===== config.mk =====
export PLATFORM = sky130hd
export DESIGN_NAME = sdram_slot_arbiter
export DESIGN_NICKNAME = d
export VERILOG_FILES = /design/src/rtl/sdram_slot_arbiter.sv
export SDC_FILE = /design/constraint.sdc
export NUM_CORES = 1
export LEC_CHECK = 0
export CAP_MARGIN = 20
export CORE_UTILIZATION = 40
export CTS_CLUSTER_DIAMETER = 40
export DETAILED_ROUTE_END_ITERATION = 8
export GPL_TIMING_DRIVEN = 1
export HOLD_SLACK_MARGIN = 0.1
export PLACE_DENSITY = 0.82
export REMOVE_ABC_BUFFERS = 1
export SYNTH_ARGS = -nofsm -noshare
export SYNTH_HDL_FRONTEND = slang
export SYNTH_SLANG_ARGS = --single-unit

===== constraint.sdc =====
create_clock -name clk -period 4.9 [get_ports clk]
set_clock_uncertainty 0.15 [all_clocks]
set_input_delay 0.98 -clock clk [delete_from_list [all_inputs] [get_ports clk]]
set_output_delay 0.98 -clock clk [all_outputs]
set_load 0.02 [all_outputs]

===== src/rtl/sdram_slot_arbiter.sv =====
// Slot-timed arbiter in front of the SDRAM controller: generates the 8-clock
// slot strobe, picks one of three clients per slot and returns acks/read data.
module sdram_slot_arbiter #(
    parameter int INIT_SLOTS  = 40,
    parameter int REFRESH_MAX = 64,
    parameter int STARVE_MAX  = 8
) (
    input  logic        clk,
    input  logic        reset_n,

    input  logic        vid_req,
    input  logic [23:0] vid_addr,
    output logic        vid_ack,

    input  logic        cpu_req,
    input  logic [23:0] cpu_addr,
    input  logic        cpu_we,
    input  logic [1:0]  cpu_ds,
    input  logic [15:0] cpu_wdata,
    output logic        cpu_ack,

    input  logic        dma_req,
    input  logic [23:0] dma_addr,
    input  logic        dma_we,
    input  logic [1:0]  dma_ds,
    input  logic [15:0] dma_wdata,
    output logic        dma_ack,

    output logic [15:0] rd_data,

    output logic        sync,
    output logic        sd_oe,
    output logic        sd_we,
    output logic [23:0] sd_addr,
    output logic [1:0]  sd_ds,
    output logic [15:0] sd_din,
    input  logic [15:0] sd_dout
);

    localparam int INIT_W   = $clog2(INIT_SLOTS + 1);
    localparam int BUSY_W   = $clog2(REFRESH_MAX + 1);
    localparam int STARVE_W = $clog2(STARVE_MAX + 1);

    typedef enum logic [1:0] {
        PORT_NONE = 2'd0,
        PORT_VID  = 2'd1,
        PORT_CPU  = 2'd2,
        PORT_DMA  = 2'd3
    } port_t;

    logic [2:0]          slot_cnt;
    logic [2:0]          slot_nxt;
    logic                decide;
    logic [INIT_W-1:0]   init_cnt;
    logic [BUSY_W-1:0]   busy_cnt;
    logic [STARVE_W-1:0] starve_cnt;
    port_t               inflight;
    port_t               winner;

    logic                hold_off;
    logic                dma_promoted;
    logic                vid_elig;
    logic                cpu_elig;
    logic                dma_elig;

    logic [23:0]         win_addr;
    logic [1:0]          win_ds;
    logic [15:0]         win_din;
    logic                win_we;

    assign slot_nxt = slot_cnt + 3'd1;
    assign decide   = (slot_cnt == 3'd7);

    // sync is high for slot cycles 0..3, i.e. whenever bit 2 of the count is clear.
    always_ff @(posedge clk or negedge reset_n) begin
        if (!reset_n) begin
            slot_cnt <= 3'd0;
            sync     <= 1'b0;
        end else begin
            slot_cnt <= slot_nxt;
            sync     <= ~slot_nxt[2];
        end
    end

    always_comb begin
        hold_off     = (init_cnt != '0) || (busy_cnt == BUSY_W'(REFRESH_MAX));
        dma_promoted = (starve_cnt == STARVE_W'(STARVE_MAX));
        vid_elig     = vid_req && (inflight != PORT_VID) && !hold_off;
        cpu_elig     = cpu_req && (inflight != PORT_CPU) && !hold_off;
        dma_elig     = dma_req && (inflight != PORT_DMA) && !hold_off;

        winner = PORT_NONE;
        if (vid_elig)
            winner = PORT_VID;
        else if (dma_promoted && dma_elig)
            winner = PORT_DMA;
        else if (cpu_elig)
            winner = PORT_CPU;
        else if (dma_elig)
            winner = PORT_DMA;
    end

    // Video has no write data; it leaves sd_din untouched.
    always_comb begin
        win_addr = sd_addr;
        win_ds   = sd_ds;
        win_din  = sd_din;
        win_we   = 1'b0;
        case (winner)
            PORT_VID: begin
                win_addr = vid_addr;
                win_ds   = 2'b11;
            end
            PORT_CPU: begin
                win_addr = cpu_addr;
                win_ds   = cpu_ds;
                win_din  = cpu_wdata;
                win_we   = cpu_we;
            end
            PORT_DMA: begin
                win_addr = dma_addr;
                win_ds   = dma_ds;
                win_din  = dma_wdata;
                win_we   = dma_we;
            end
            default: ;
        endcase
    end

    always_ff @(posedge clk or negedge reset_n) begin
        if (!reset_n) begin
            sd_oe    <= 1'b0;
            sd_we    <= 1'b0;
            sd_addr  <= 24'd0;
            sd_ds    <= 2'd0;
            sd_din   <= 16'd0;
            inflight <= PORT_NONE;
        end else if (decide) begin
            inflight <= winner;
            if (winner == PORT_NONE) begin
                sd_oe <= 1'b0;
                sd_we <= 1'b0;
            end else begin
                sd_oe   <= ~win_we;
                sd_we   <= win_we;
                sd_addr <= win_addr;
                sd_ds   <= win_ds;
                sd_din  <= win_din;
            end
        end
    end

    always_ff @(posedge clk or negedge reset_n) begin
        if (!reset_n) begin
            init_cnt   <= INIT_W'(INIT_SLOTS);
            busy_cnt   <= '0;
            starve_cnt <= '0;
        end else if (decide) begin
            if (init_cnt != '0)
                init_cnt <= init_cnt - 1'b1;

            if (winner == PORT_NONE)
                busy_cnt <= '0;
            else
                busy_cnt <= busy_cnt + 1'b1;

            if (winner == PORT_DMA)
                starve_cnt <= '0;
            else if (winner == PORT_CPU && dma_elig && !dma_promoted)
                starve_cnt <= starve_cnt + 1'b1;
        end
    end

    // The decision edge also closes the previous slot: ack it and capture read data.
    always_ff @(posedge clk or negedge reset_n) begin
        if (!reset_n) begin
            vid_ack <= 1'b0;
            cpu_ack <= 1'b0;
            dma_ack <= 1'b0;
            rd_data <= 16'd0;
        end else begin
            vid_ack <= decide && (inflight == PORT_VID);
            cpu_ack <= decide && (inflight == PORT_CPU);
            dma_ack <= decide && (inflight == PORT_DMA);
            if (decide && sd_oe)
                rd_data <= sd_dout;
        end
    end

endmodule


==> results.py <==
metrics = {
    "synth": {
        "yosys.area.top_type": "dfrtp_1",
        "yosysSeqAreaShare": 0.516,
        "yosys_warnings": 0,
        "synth_edf_count": 0,
        "yosys-top-cells-area": "dfrtp_1 50%, mux2_2 11%, a222oi_1 5.5%, a21oi_2 3.8%, nor2_1 3.7%",
        "syn_area_per_cell_um2": 12.0,
        "ys_ff_latch": 86,
        "ys.flop_type": "dfrtp_1",
        "synth_top_area_frac": 0.504,
        "synth_cells": 349,
        "yosysUniqueCellTypes": 55,
        "async_flop_share": 1.00,
        "syn_area_um2": 4170,
    },
    "routing": {
        "drt-total-wl_um": 11200,
        "drt-vias-per-instance": 5.26,
        "post_drt_wl_per_cell_um": 16.6,
        "dr.pass1.iters": 7,
        "antenna_left": 0,
        "vias": 3548,
        "drcViolationCount": 0,
        "first_iter_violations": 282,
    },
    "layout": {
        "utilization": 0.641,
        "layoutNonFillerInstCount": 674,
        "area_growth_pct": 53.0,
        "drive_gt1_frac": 0.168,
        "final_nets": 675,
        "fillers": 789,
        "diodes": 0,
    },
    "hold_path": {
        "hold_start": "slot_cnt[0]",
        "min_to": "slot_cnt[0]",
        "worstHoldPathCells": 1,
        "hold_class": "flop to flop",
    },
    "critical_path": {
        "cpMaxStageDelayCell": "clkdlybuf4s50_1",
        "cp_data_required_time_ns": 5.00,
        "max_stage_delay_ns": 0.57,
        "r2r-end": "sd_addr[23]",
        "criticalPathCategory": "input pin to flop",
        "path_common_cell": "buf_4",
        "start_kind": "input pin",
        "reg2regPathDepth": 7,
        "reg2reg_slack_ns": 1.91,
        "worstPathArrival_ns": 3.29,
        "cp-end-kind": "flop",
        "worstPathCellList": "clkdlybuf4s50_1, a21bo_2, a311oi_4, buf_4, and2_1, buf_4, a22oi_1, a22o_1",
        "r2r-start": "init_cnt[0]",
        "crit_path_max_fanout": 27,
    },
    "clock_tree": {
        "postCtsSetupRepairBufs": 0,
        "post_cts_resized": 0,
        "postCtsHoldBufs": 0,
        "cts-root-buf": "clkbuf_8",
        "clock_latency_ns": 0.36,
        "clk_pin_slew_ns": 0.09,
        "cts.sinks": 86,
        "cts_buffer_depth": 2,
        "h-tree-depth": 3,
        "cts_tree": "built",
        "cts_buffers": 9,
    },
    "timing": {
        "maxSlewHeadroom": 0.335,
        "slew_violations": 0,
        "fin_crit_ns": 3.20,
        "final.period_utilization": 0.652,
        "grt_setup_unrepaired": "false",
        "worstMarginPinSlew_ns": 0.998,
        "finalSetupViolCount": 0,
        "fmax_mhz": 313,
        "hold_viol_final": 0,
        "fin_setup_tns_ns": 0,
    },
    "floorplanning": {
        "die_w_um": 104,
        "core-area_um2": 9950,
        "dieArea_um2": 10800,
        "start_util": 0.419,
        "io_pins": 195,
        "die_h_um": 104,
        "num_rows": 36,
    },
    "global_route": {
        "antenna_found_initial": 0,
        "grt_overflow": 0,
        "grt_start_max_net_pins": 87,
        "grt_pass1_vias": 3677,
        "grt_pass1_wl_um": 18200,
        "track_usage": 0.214,
    },
    "placed_design": {
        "dp_hpwl_um": 8380,
        "globalplace.congestion": 0.772,
        "numPlacedInstances": 657,
        "port_buffers": 194,
    },
    "pwr": {
        "powerDensity_nw_per_um2": 362,
        "leakage_uw": 0.00261,
        "ir_drop_v": 0.000178,
    },
    "run_status": {
        "outcome": "complete, no violations",
    },
    "flow_run": {
        "drv_cap": 0,
    },
}
==> cells in the final DEF, fill, tap and decap left out, drive strengths merged, types with 2 or more instances in the layout <==
cell and count:
nand2 13, clkdlybuf4s50 193, and3 2, clkinv 2
xnor2 5, mux2 48, nand3 4, dfstp 2
nor3 3, a21oi 24, inv 19, nand2b 2
a21o 4, nor3b 2, a221oi 3, clkbuf 9
xor2 5, nor2b 2, ha 8, o211ai 2
a211oi 2, mux2i 2, a31oi 2, dfrtp 84
buf 4, o21ai 6, nor2 42, a222oi 23
nand4 3, and2 2
==> cell type report <==
class	instances	area [um^2]	area share
timing repair buffer	197	1980	0.310
sequential	86	2150	0.337
tap	133	166	0.0261
clock inverter	7	80.1	0.0125
inverter	16	60.1	0.00941
clock buffer	9	124	0.0194
multi-input combinational	226	1820	0.285
==> registers in the layout (all words and copies together), names as in the netlist <==
name and flops:
sd_din 16, vid_ack 1, init_cnt 6, dma_ack 1, sd_addr 24, inflight 2
sync 1, starve_cnt 4, sd_ds 2, cpu_ack 1, sd_we 1, busy_cnt 7
rd_data 16, slot_cnt 3, sd_oe 1
==> worst max-delay path: cells and delay by family <==
family | cells | cell delay (ns)
compound gates | 4 | 0.98
buf+inv | 3 | 1.16
simple gates | 1 | 0.17
==> power by group <==
| part | leakage, uW | total, uW | switching, uW | internal, uW |
|---|---|---|---|---|
| Combinational | 0.00146 | 851 | 401 | 450 |
| Sequential | 0.00104 | 942 | 89.6 | 852 |
| Clock | 0.000102 | 518 | 275 | 243 |
| Total | 0.00261 | 2310 | 766 | 1550 |
==> synthesized netlist by cell type, drive strengths merged, types with 2 or more instances <==
master	n
o21ai	6
a221oi	3
nor3	3
nand2	13
nor3b	2
and2	2
clkbuf	3
buf	18
a21o	4
inv	16
nand4	3
o211ai	2
nand3	4
xor2	5
dfstp	2
a31oi	2
nand2b	2
mux2	48
a222oi	23
dfrtp	84
nor2b	2
a21oi	24
nor2	42
mux2i	2
and3	2
ha	8
xnor2	5
a211oi	2
==> worst max-delay path by stage <==
stage	start	to	depth (start not counted)
3_3_place_gp	cpu_req	sd_addr[13]	6
6_report	dma_req	sd_oe	8
5_1_grt	cpu_req	sd_addr[11]	6
3_5_place_dp	dma_req	sd_oe	8
4_1_cts	dma_req	sd_oe	8
2_1_floorplan	dma_req	sd_oe	5
==> cells by family (layout without fill, tap and decap cells) <==
group	count (synthesis)	after routing	share of synthesized area
flops	86	86	0.516
mux	50	50	0.134
compound gates	75	75	0.156
xor+xnor	10	10	0.0210
buf+inv	37	229	0.0486
simple gates	83	83	0.100
fa+ha+maj	8	8	0.0240
==> per-stage QoR <==
step / instance area [um^2] / setup slack [ns] / power [uW] / hold slack, ns
after floorplan: 4030 / 1.73 / 1340 / 0.251
after global placement: 6150 / 1.48 / 1780 / 0.265
after detailed placement: 6150 / 1.35 / 1810 / 0.268
after CTS: 6360 / 1.75 / 2340 / 0.281
after global routing: 6380 / 1.45 / 2430 / 0.278
final: 6380 / 1.70 / 2310 / 0.281
==> layer usage <==
layer	wire length (um)	share of wire	GRT usage	vias to the layer above
met5	0	0	0	-
met4	268	0.024	0.0796	0
met3	791	0.071	0.0652	18
met2	5810	0.52	0.381	156
met1	4340	0.39	0.240	1724
li1	-	-	-	1650
No activity file was read; power rests on OpenSTA's default activity.
